<file path="src/rtl/hazard_ctrl_pkg.sv">
// hazard_ctrl shared types: FSM encoding, scoreboard width, flush default.
// No ports; imported by the interlock controller and its scoreboard.
package hazard_ctrl_pkg;

  typedef enum logic {
    RUN   = 1'b0,
    FLUSH = 1'b1
  } state_t;

  localparam int CNT_W     = 2;
  localparam int REG_W     = 5;
  localparam int FLUSH_DEF = 1;

  localparam logic [CNT_W-1:0] CNT_MAX = '1;

endpackage

</file>
<file path="src/rtl/hazard_ctrl_if.sv">
// Decode-side handshake bundle between the pipeline and hazard_ctrl.
// master: pipeline (drives ID/EX/MEM/WB status); slave: hazard_ctrl.
interface hazard_ctrl_if;
  import hazard_ctrl_pkg::*;

  logic             id_valid;
  logic [REG_W-1:0] id_rs1;
  logic [REG_W-1:0] id_rs2;
  logic             id_rs1_used;
  logic             id_rs2_used;
  logic [REG_W-1:0] id_rd;
  logic             id_rwen;
  logic             id_serial;
  logic             ex_redirect;
  logic             lsu_busy;
  logic             wb_valid;
  logic [REG_W-1:0] wb_rd;
  logic             wb_rwen;
  logic             wb_serial;

  logic             pipe_stop;
  logic             inst_clear;
  logic             ex_bubble;
  logic             stall_all;
  logic             issue;
  logic             sb_busy;
  logic [31:0]      perf_stall;

  modport master (
    output id_valid, id_rs1, id_rs2,
    output id_rs1_used, id_rs2_used,
    output id_rd, id_rwen, id_serial,
    output ex_redirect, lsu_busy,
    output wb_valid, wb_rd, wb_rwen,
    output wb_serial,
    input  pipe_stop, inst_clear,
    input  ex_bubble, stall_all,
    input  issue, sb_busy, perf_stall
  );

  modport slave (
    input  id_valid, id_rs1, id_rs2,
    input  id_rs1_used, id_rs2_used,
    input  id_rd, id_rwen, id_serial,
    input  ex_redirect, lsu_busy,
    input  wb_valid, wb_rd, wb_rwen,
    input  wb_serial,
    output pipe_stop, inst_clear,
    output ex_bubble, stall_all,
    output issue, sb_busy, perf_stall
  );

endinterface

</file>
<file path="src/rtl/hazard_ctrl_scoreboard.sv">
// hz_scoreboard: per-GPR in-flight write counts (x1..x31) plus serial flag.
// Ports: clk/rst_n, rs1/rs2/rd lookups, set/clr strobes, busy/sat/sb_busy.
module hz_scoreboard
  import hazard_ctrl_pkg::*;
(
  input  logic             clk,
  input  logic             rst_n,
  input  logic [REG_W-1:0] rs1,
  input  logic [REG_W-1:0] rs2,
  input  logic [REG_W-1:0] rd,
  input  logic             set_en,
  input  logic [REG_W-1:0] set_rd,
  input  logic             clr_en,
  input  logic [REG_W-1:0] clr_rd,
  input  logic             ser_set,
  input  logic             ser_clr,
  output logic             rs1_busy,
  output logic             rs2_busy,
  output logic             rd_sat,
  output logic             ser_flag,
  output logic             sb_busy
);

  logic [CNT_W-1:0] cnt [1:31];
  logic [31:0]      nz;
  logic [31:0]      sat;

  // x0 has no counter: never busy, never saturated.
  assign nz[0]  = 1'b0;
  assign sat[0] = 1'b0;

  genvar i;
  for (i = 1; i < 32; i++) begin : g_cnt
    localparam logic [REG_W-1:0] IDX = REG_W'(i);
    logic inc;
    logic dec;

    assign inc = set_en & (set_rd == IDX);
    assign dec = clr_en & (clr_rd == IDX);

    always_ff @(posedge clk) begin
      if (!rst_n) begin
        cnt[i] <= '0;
      end else if (inc & !dec) begin
        cnt[i] <= cnt[i] + 1'b1;
      end else if (dec & !inc) begin
        cnt[i] <= cnt[i] - 1'b1;
      end
    end

    assign nz[i]  = |cnt[i];
    assign sat[i] = (cnt[i] == CNT_MAX);
  end

  always_ff @(posedge clk) begin
    if (!rst_n) begin
      ser_flag <= 1'b0;
    end else if (ser_set) begin
      ser_flag <= 1'b1;
    end else if (ser_clr) begin
      ser_flag <= 1'b0;
    end
  end

  assign rs1_busy = nz[rs1];
  assign rs2_busy = nz[rs2];
  assign rd_sat   = sat[rd];
  assign sb_busy  = (|nz) | ser_flag;

endmodule

</file>
<file path="src/rtl/hazard_ctrl.sv">
// Decode-stage interlock: RAW/WAW/serial stalls, memory freeze, flush FSM.
// Ports: clk, rst_n (sync, active-low), bus (hazard_ctrl_if.slave).
module hazard_ctrl
  import hazard_ctrl_pkg::*;
#(
  parameter int FLUSH_CYCLES = FLUSH_DEF
) (
  input  logic         clk,
  input  logic         rst_n,
  hazard_ctrl_if.slave bus
);

  localparam logic [2:0] FLUSH_LD = 3'(FLUSH_CYCLES - 1);

  state_t      state;
  logic [2:0]  fcnt;
  logic [31:0] stall_cnt;

  logic rs1_busy;
  logic rs2_busy;
  logic rd_sat;
  logic ser_flag;
  logic sb_any;

  logic hazard;
  logic in_run;
  logic c_lsu;
  logic c_clr;
  logic c_hz;
  logic c_go;

  logic pipe_stop;
  logic inst_clear;
  logic ex_bubble;
  logic stall_all;
  logic issue;

  logic sb_set;
  logic sb_clr;
  logic ser_set;
  logic ser_clr;

  hz_scoreboard u_sb (
    .clk      (clk),
    .rst_n    (rst_n),
    .rs1      (bus.id_rs1),
    .rs2      (bus.id_rs2),
    .rd       (bus.id_rd),
    .set_en   (sb_set),
    .set_rd   (bus.id_rd),
    .clr_en   (sb_clr),
    .clr_rd   (bus.wb_rd),
    .ser_set  (ser_set),
    .ser_clr  (ser_clr),
    .rs1_busy (rs1_busy),
    .rs2_busy (rs2_busy),
    .rd_sat   (rd_sat),
    .ser_flag (ser_flag),
    .sb_busy  (sb_any)
  );

  // Counts stay busy through the WB cycle: the regfile write lands
  // at the edge, so the consumer must wait one more cycle.
  assign hazard = bus.id_valid & (
      (bus.id_rs1_used & rs1_busy)
    | (bus.id_rs2_used & rs2_busy)
    | (bus.id_rwen & rd_sat)
    | (bus.id_serial & sb_any)
    | ser_flag);

  assign in_run = (state == RUN);

  // One-hot priority terms; reset kills every output.
  assign c_lsu = rst_n & bus.lsu_busy;
  assign c_clr = rst_n & !bus.lsu_busy
               & (bus.ex_redirect | !in_run);
  assign c_hz  = rst_n & !bus.lsu_busy
               & !bus.ex_redirect & in_run & hazard;
  assign c_go  = rst_n & !bus.lsu_busy
               & !bus.ex_redirect & in_run & !hazard;

  always_comb begin
    pipe_stop  = 1'b0;
    inst_clear = 1'b0;
    ex_bubble  = 1'b0;
    stall_all  = 1'b0;
    issue      = 1'b0;
    unique case (1'b1)
      c_lsu: begin
        pipe_stop = 1'b1;
        stall_all = 1'b1;
      end
      c_clr: begin
        inst_clear = 1'b1;
        ex_bubble  = 1'b1;
      end
      c_hz: begin
        pipe_stop = 1'b1;
        ex_bubble = 1'b1;
      end
      c_go: begin
        issue = bus.id_valid;
      end
      default: ;
    endcase
  end

  assign sb_set  = issue & bus.id_rwen & (bus.id_rd != '0);
  assign sb_clr  = bus.wb_valid & bus.wb_rwen & !stall_all
                 & (bus.wb_rd != '0);
  assign ser_set = issue & bus.id_serial;
  assign ser_clr = bus.wb_valid & bus.wb_serial & !stall_all;

  always_ff @(posedge clk) begin
    if (!rst_n) begin
      state     <= RUN;
      fcnt      <= '0;
      stall_cnt <= '0;
    end else begin
      if (pipe_stop) begin
        stall_cnt <= stall_cnt + 32'd1;
      end
      // A frozen EX re-presents its redirect, so ignore it here.
      if (!bus.lsu_busy) begin
        unique case (state)
          RUN: begin
            if (bus.ex_redirect && FLUSH_CYCLES > 1) begin
              state <= FLUSH;
              fcnt  <= FLUSH_LD;
            end
          end
          FLUSH: begin
            if (bus.ex_redirect) begin
              fcnt <= FLUSH_LD;
            end else if (fcnt <= 3'd1) begin
              state <= RUN;
              fcnt  <= '0;
            end else begin
              fcnt <= fcnt - 3'd1;
            end
          end
          default: begin
            state <= RUN;
            fcnt  <= '0;
          end
        endcase
      end
    end
  end

  assign bus.pipe_stop  = pipe_stop;
  assign bus.inst_clear = inst_clear;
  assign bus.ex_bubble  = ex_bubble;
  assign bus.stall_all  = stall_all;
  assign bus.issue      = issue;
  assign bus.sb_busy    = rst_n & sb_any;
  assign bus.perf_stall = rst_n ? stall_cnt : '0;

endmodule

</file>
<file path="src/flat_wrapper.sv">
// flat-port wrapper written by rule: the top's interface ports become plain ports
module hazard_ctrl_flat import hazard_ctrl_pkg::*;
#(
  parameter int FLUSH_CYCLES = FLUSH_DEF
)
  (clk, rst_n, bus_id_valid, bus_id_rs1, bus_id_rs2, bus_id_rs1_used, bus_id_rs2_used, bus_id_rd, bus_id_rwen, bus_id_serial, bus_ex_redirect, bus_lsu_busy, bus_wb_valid, bus_wb_rd, bus_wb_rwen, bus_wb_serial, bus_pipe_stop, bus_inst_clear, bus_ex_bubble, bus_stall_all, bus_issue, bus_sb_busy, bus_perf_stall);
  hazard_ctrl_if bus_i ();
  input  logic clk;
  input  logic rst_n;
  input wire logic [$bits(bus_i.id_valid)-1:0] bus_id_valid;
  input wire logic [$bits(bus_i.id_rs1)-1:0] bus_id_rs1;
  input wire logic [$bits(bus_i.id_rs2)-1:0] bus_id_rs2;
  input wire logic [$bits(bus_i.id_rs1_used)-1:0] bus_id_rs1_used;
  input wire logic [$bits(bus_i.id_rs2_used)-1:0] bus_id_rs2_used;
  input wire logic [$bits(bus_i.id_rd)-1:0] bus_id_rd;
  input wire logic [$bits(bus_i.id_rwen)-1:0] bus_id_rwen;
  input wire logic [$bits(bus_i.id_serial)-1:0] bus_id_serial;
  input wire logic [$bits(bus_i.ex_redirect)-1:0] bus_ex_redirect;
  input wire logic [$bits(bus_i.lsu_busy)-1:0] bus_lsu_busy;
  input wire logic [$bits(bus_i.wb_valid)-1:0] bus_wb_valid;
  input wire logic [$bits(bus_i.wb_rd)-1:0] bus_wb_rd;
  input wire logic [$bits(bus_i.wb_rwen)-1:0] bus_wb_rwen;
  input wire logic [$bits(bus_i.wb_serial)-1:0] bus_wb_serial;
  output wire logic [$bits(bus_i.pipe_stop)-1:0] bus_pipe_stop;
  output wire logic [$bits(bus_i.inst_clear)-1:0] bus_inst_clear;
  output wire logic [$bits(bus_i.ex_bubble)-1:0] bus_ex_bubble;
  output wire logic [$bits(bus_i.stall_all)-1:0] bus_stall_all;
  output wire logic [$bits(bus_i.issue)-1:0] bus_issue;
  output wire logic [$bits(bus_i.sb_busy)-1:0] bus_sb_busy;
  output wire logic [$bits(bus_i.perf_stall)-1:0] bus_perf_stall;
  assign bus_i.id_valid = bus_id_valid;
  assign bus_i.id_rs1 = bus_id_rs1;
  assign bus_i.id_rs2 = bus_id_rs2;
  assign bus_i.id_rs1_used = bus_id_rs1_used;
  assign bus_i.id_rs2_used = bus_id_rs2_used;
  assign bus_i.id_rd = bus_id_rd;
  assign bus_i.id_rwen = bus_id_rwen;
  assign bus_i.id_serial = bus_id_serial;
  assign bus_i.ex_redirect = bus_ex_redirect;
  assign bus_i.lsu_busy = bus_lsu_busy;
  assign bus_i.wb_valid = bus_wb_valid;
  assign bus_i.wb_rd = bus_wb_rd;
  assign bus_i.wb_rwen = bus_wb_rwen;
  assign bus_i.wb_serial = bus_wb_serial;
  assign bus_pipe_stop = bus_i.pipe_stop;
  assign bus_inst_clear = bus_i.inst_clear;
  assign bus_ex_bubble = bus_i.ex_bubble;
  assign bus_stall_all = bus_i.stall_all;
  assign bus_issue = bus_i.issue;
  assign bus_sb_busy = bus_i.sb_busy;
  assign bus_perf_stall = bus_i.perf_stall;
  hazard_ctrl #(.FLUSH_CYCLES(FLUSH_CYCLES)) u_core (.clk(clk), .rst_n(rst_n), .bus(bus_i));
endmodule
</file>
<file path="config.mk">
export PLATFORM = sky130hd
export DESIGN_NAME = hazard_ctrl_flat
export DESIGN_NICKNAME = d
export VERILOG_FILES = /design/src/rtl/hazard_ctrl_pkg.sv /design/src/rtl/hazard_ctrl_if.sv /design/src/rtl/hazard_ctrl_scoreboard.sv /design/src/rtl/hazard_ctrl.sv /design/src/flat_wrapper.sv
export SDC_FILE = /design/constraint.sdc
export NUM_CORES = 1
export LEC_CHECK = 0
export ABC_AREA = 1
export BUFFER_PORTS_ARGS = -buffer_cell sky130_fd_sc_hd__buf_2
export CAP_MARGIN = 30
export CORE_ASPECT_RATIO = 1.1
export CORE_UTILIZATION = 30
export CTS_BUF_LIST = sky130_fd_sc_hd__clkbuf_4 sky130_fd_sc_hd__clkbuf_8 sky130_fd_sc_hd__clkbuf_16
export DETAILED_ROUTE_END_ITERATION = 12
export PLACE_DENSITY = 0.53
export SLEW_MARGIN = 20
export SYNTH_ARGS = -nofsm -noshare
export SYNTH_HDL_FRONTEND = slang
export SYNTH_SLANG_ARGS = --single-unit
</file>
<file path="constraint.sdc">
create_clock -name clk -period 2.3 [get_ports clk]
set_clock_uncertainty 0.05 [all_clocks]
set_input_delay 0.345 -clock clk [delete_from_list [all_inputs] [get_ports clk]]
set_output_delay 0.345 -clock clk [all_outputs]
set_load 0.01 [all_outputs]
</file>
## After elaboration in Yosys (flattened, before gate mapping)

Memory sizes are Yosys's and may differ from the RTL's.
Cells that the tools add are included.

| cells by class | value |
|---|---|
| add/subtract/negate cells | 64 |
| $mul | 0 |
| div/mod/pow operators | 0 |
| $lt $le $gt $ge | 4 |
| equal/unequal tests | 93 |
| shifts and indexed selects | 0 |
| multiplexer cells | 299 |
| bitwise operators | 215 |
| reduce and logical (&&, ||, !) cells | 104 |

Operators by type and width:

| cell | count |
|---|---|
| $mux 1 | 231 |
| $eq 5x5->1 const B | 32 |
| $and 1x1->1 | 145 |
| $mux 2 | 62 |
| $eq 5x4->1 const B | 16 |
| $or 1x1->1 | 68 |
| $logic_not 1->1 | 66 |
| $reduce_or 2->1 | 33 |
| $add 2x1->2 const B | 31 |
| $eq 2x2->1 const B | 31 |
| $reduce_or 62->1 | 1 |
| $sub 2x1->2 const B | 31 |
| $eq 5x3->1 const B | 8 |
| $add 32x1->32 const B | 1 |
| $mux 32 | 1 |
| $eq 5x2->1 const B | 4 |
| $lt 5x6->1 const B | 3 |
| $bmux 1 s5 | 3 |
| $eq 5x1->1 const B | 2 |
| $reduce_bool 5->1 | 2 |
| $mux 3 | 2 |
| $le 3x1->1 const B | 1 |
| $sub 3x1->3 const B | 1 |
| $not 1->1 | 2 |
| 2 further kinds | 2 |

| word-level totals | value |
|---|---|
| register bits after elaboration | 37 |
| latch bits | 0 |
| bits in writable memories | 62 |
| ROM bits | 0 |
| output and inout port bits | 38 |
| memories kept | 1 |

Memories:

| name | words | bits a word | rd ports | clocked after memory_dff | write ports | RTL line | source |
|---|---|---|---|---|---|---|---|
| u_core.u_sb.cnt | 31 | 2 | 31 | 0 | 31 | hazard_ctrl_scoreboard.sv:24 | `logic [CNT_W-1:0] cnt [1:31];` |

## Longest topological paths before layout

An unclocked memory read counts as a cell.

| depth | value |
|---|---|
| depth after elaboration | 23 |
| gate-level depth with buffers | 20 |
| gate-level depth less buffers | 19 |

## Cells and area by module

A second synthesis with hierarchy kept.

| second synthesis, totals | value |
|---|---|
| cell total of the unflattened synthesis | 1261 |
| area total of the unflattened synthesis | 8242.9 µm² |

Modules (own cells, without submodules):

| module | times used | cells each | area each (µm²) | seq. area each (µm²) |
|---|---|---|---|---|
| hz_scoreboard | 1 | 839 | 5773.0 | 1881.8 |
| hazard_ctrl | 1 | 422 | 2469.9 | 720.7 |

## Least setup slack after synthesis

Ideal clock, no wire load.

| path | value |
|---|---|
| path kind | reg2reg |
| start point | register, netlist name u_core.u_sb.cnt[0][36] |
| end point | register, netlist name u_core.u_sb.cnt[0][10] |
| library setup time | 300 ps |
| data arrival time | 2144 ps |
| path slack | -194 ps |
| cell stages (with the launch flop) | 18 |
| path buffers | 1 |
| clock period less this slack | 2494 ps |
| path through | edfxtp_1 > inv_1 > ha_1 > inv_1 > nor3_1 > nand2_1 > nor3_1 > nand2_1 > nand2_1 > nand2_1 > inv_1 > nand3_2 > nor3_4 > nand2_2 > nor2_4 > buf_6 > nand3_1 > nand3_1 |

==> flow_summary.json <==
{
  "status": "complete, but fails checks",
  "violations": "design-rule violations, negative setup slack",
  "p_leak_nw": 5.902,
  "antenna_found_initial": 1,
  "syn_area_sq_um": 8906,
  "hold_viol_final": 0,
  "grt_max_degree": 59,
  "clockRootBuffer": "clkbuf_16",
  "core_area_sq_um": 28950,
  "fin_util_pct": 44.44,
  "grt_pass1_vias": 9486,
  "rsz0062_at_grt": "yes",
  "synth_fp_nets": 1446,
  "yosys.area_share.simple_pct": 39.88,
  "finalCriticalPeriod_ps": 2826,
  "cap_viol_max_count": 0,
  "dr.pass1.iters": 9,
  "antennaDiodeCount": 0,
  "cts.htree.levels": 3,
  "layout_common_cells": "nand2_1 (260), inv_1 (232), nor2_1 (170), buf_4 (165), nand3_1 (69)",
  "worstHoldStart": "bus_id_serial",
  "max_freq_mhz": 353.8,
  "ys_seq_area_share_pct": 29.22,
  "syn_area_per_cell_sq_um": 6.602,
  "crit_start": "u_core.u_sb.cnt[0][24]",
  "clock_latency_ps": 370,
  "cts_num_sinks": 99,
  "wl_per_cell_um": 16.17,
  "synth-seq-cells": 99,
  "io_pins": 70,
  "cts_tree": "built",
  "path_clk_slew_ps": 70,
  "dr_total_vias": 9707,
  "wl_met2_mm": 15.82,
  "route.met3.wl_mm": 1.253,
  "cp-end-kind": "output pin",
  "via_per_inst": 4.975,
  "worst_hold_path_type": "in -> reg",
  "ant_nets": 0,
  "final.period_utilization_pct": 122.9,
  "cp-start-kind": "flip-flop",
  "dp_slack_ps": -543.7,
  "synth_top_family_by_area": "simple AND/OR/NAND/NOR gates",
  "final-setup-viol-count": 161,
  "hold_depth": 3,
  "die_w_um": 166.3,
  "slew_violations": 0,
  "worst_r2r_path_depth": 18,
  "setup_tns_ps": -60130,
  "synth-compound-area-share_pct": 6.280,
  "cp_max_fo": 6,
  "nNetsFinal": 1675,
  "grtUsageTotal_pct": 21.06,
  "yosysUniqueCellTypes": 42,
  "cellPowerDensity_nw_per_um2": 345.1,
  "ys.warnings.count": 0,
  "rr_endpoint": "u_core.u_sb.cnt[0][8]",
  "drive_gt1_share_pct": 31.52,
  "final_common_cell": "nand2_1",
  "place.gp.congestion": 0.9360,
  "dieHeight_um": 182.7,
  "io_buffers": 69,
  "dpl.hpwl_mm": 22.98,
  "synth-xor-area-share_pct": 1.869,
  "arrival_ps": 2430,
  "routedLengthMet1_mm": 13.60,
  "worst_pin_slew_ps": 1048,
  "syn_inst": 1349,
  "ir_drop_mv": 0.4077,
  "dp.cells": 1887,
  "setup_ws_ps": -526.2,
  "rr_startpoint": "u_core.u_sb.cnt[0][12]",
  "drt_iter0_drc": 625,
  "required_ps": 1900,
  "synth.area.mux_share_pct": 0,
  "syn_to_final_growth_pct": 44.48,
  "r2r_slack_ps": -510,
  "holdPathEnd": "u_core.u_sb.ser_flag",
  "cts_max_path_buffers": 2,
  "wl_mm": 31.54,
  "maxSlewHeadroom_pct": 30.11,
  "dieArea_sq_um": 30380,
  "routed.top_layer": "met5",
  "instances_no_fill": 1951,
  "start_util_pct": 30.76,
  "rows": 65,
  "grt_pass1_wl_mm": 50.33,
  "total_power_mw": 4.441,
  "cts_inserted_buffers": 9,
  "crit_type": "reg -> out",
  "synthAdderAreaFrac_pct": 9.132,
  "drc": 4,
  "gr-total-overflow": 0
}
-- worst max-delay path by stage --
stage | endpoint | slack [ps] | cells after the start
4_1_cts | bus_pipe_stop | -520 | 15
2_1_floorplan | u_core.u_sb.cnt[0][10] | -150 | 17
3_3_place_gp | u_core.u_sb.cnt[0][4] | -470 | 18
6_report | bus_pipe_stop | -530 | 15
5_1_grt | u_core.u_sb.cnt[0][44] | -700 | 17
3_5_place_dp | u_core.u_sb.cnt[0][4] | -540 | 18
-- power breakdown --
group | switching (mW) | internal, mW | total (mW) | leakage [nW]
Combinational | 0.545 | 0.382 | 0.927 | 4.82
Clock | 0.787 | 0.778 | 1.56 | 0.142
Sequential | 0.0283 | 1.92 | 1.95 | 0.939
-- metrics by stage --
stage                     hold WS, ps  instance area [sq um]
after floorplan                 388.4                   9238
after global placement          402.1                  11080
after detailed placement        407.0                  11080
after CTS                       194.0                  12540
after global routing            209.1                  12870
final                           204.3                  12870
-- cell type report --
| cell class | instances | area, sq um |
|---|---|---|
| clock buffer | 10 | 239.0 |
| fill | 2948 | 16090 |
| tap | 368 | 460.4 |
| sequential | 99 | 2603 |
| timing repair buffer | 271 | 2338 |
| inverter | 246 | 925.9 |
| multi-input combinational | 951 | 6256 |
| clock inverter | 6 | 45.04 |
-- critical path: stages, from the launching register on --
cell,delay (ps)
edfxtp_1,400
inv_1,90
ha_1,270
inv_1,100
nand2_1,70
nand3_1,80
nand3_1,90
nand3_1,80
nand2_1,60
nand2_1,50
nand3_2,110
nand3_2,120
o21ai_4,170
buf_12,140
nand2_8,90
buf_6,150
-- repair_timing --
action,CTS,global route
gates resized for setup,153,58
pin swaps,70,35
endpoints found under the setup margin,160,161
cloned,9,4
buffers inserted,23,18
endpoints found under the hold margin,0,0
hold buffers,0,0
-- registers in the layout (all words and copies together) (netlist names) --
name,cells
u_core.stall_cnt,32
u_core.fcnt,3
u_core.u_sb.ser_flag,1
u_core.state,1
u_core.u_sb.cnt,62
-- cell families after synthesis --
family	Yosys count
simple gates	766
flops	99
compound gates	101
fa+ha+maj	65
xor+xnor	19
buf+inv	299
-- synth_stat cells, drive strengths merged --
| cell type | n | area [sq um] |
|---|---|---|
| a211oi | 1 | 7.510 |
| a21oi | 70 | 354.1 |
| a31oi | 1 | 6.260 |
| and3 | 1 | 6.260 |
| buf | 29 | 196.4 |
| clkbuf | 24 | 90.09 |
| clkinv | 1 | 3.750 |
| dfxtp | 37 | 740.7 |
| edfxtp | 62 | 1862 |
| ha | 65 | 813.3 |
| inv | 245 | 922.1 |
| nand2 | 298 | 1144 |
| nand3 | 143 | 720.7 |
| nand3b | 23 | 172.7 |
| nand4 | 76 | 544.3 |
| nor2 | 180 | 711.9 |
| nor3 | 32 | 171.4 |
| nor4 | 9 | 56.30 |
| o211ai | 13 | 97.59 |
| o21ai | 14 | 77.57 |
| o21bai | 1 | 7.510 |
| o41ai | 1 | 8.760 |
| or2 | 4 | 25.03 |
| xnor2 | 5 | 43.79 |
| xor2 | 14 | 122.6 |
-- metal layers --
layer,up-vias,track usage (%)
met4,2,7.148
met5,-,0
met3,54,2.277
met1,4569,25.57
li1,4825,-
met2,257,38.53
Note: power is estimated with default switching activity, not from simulation.
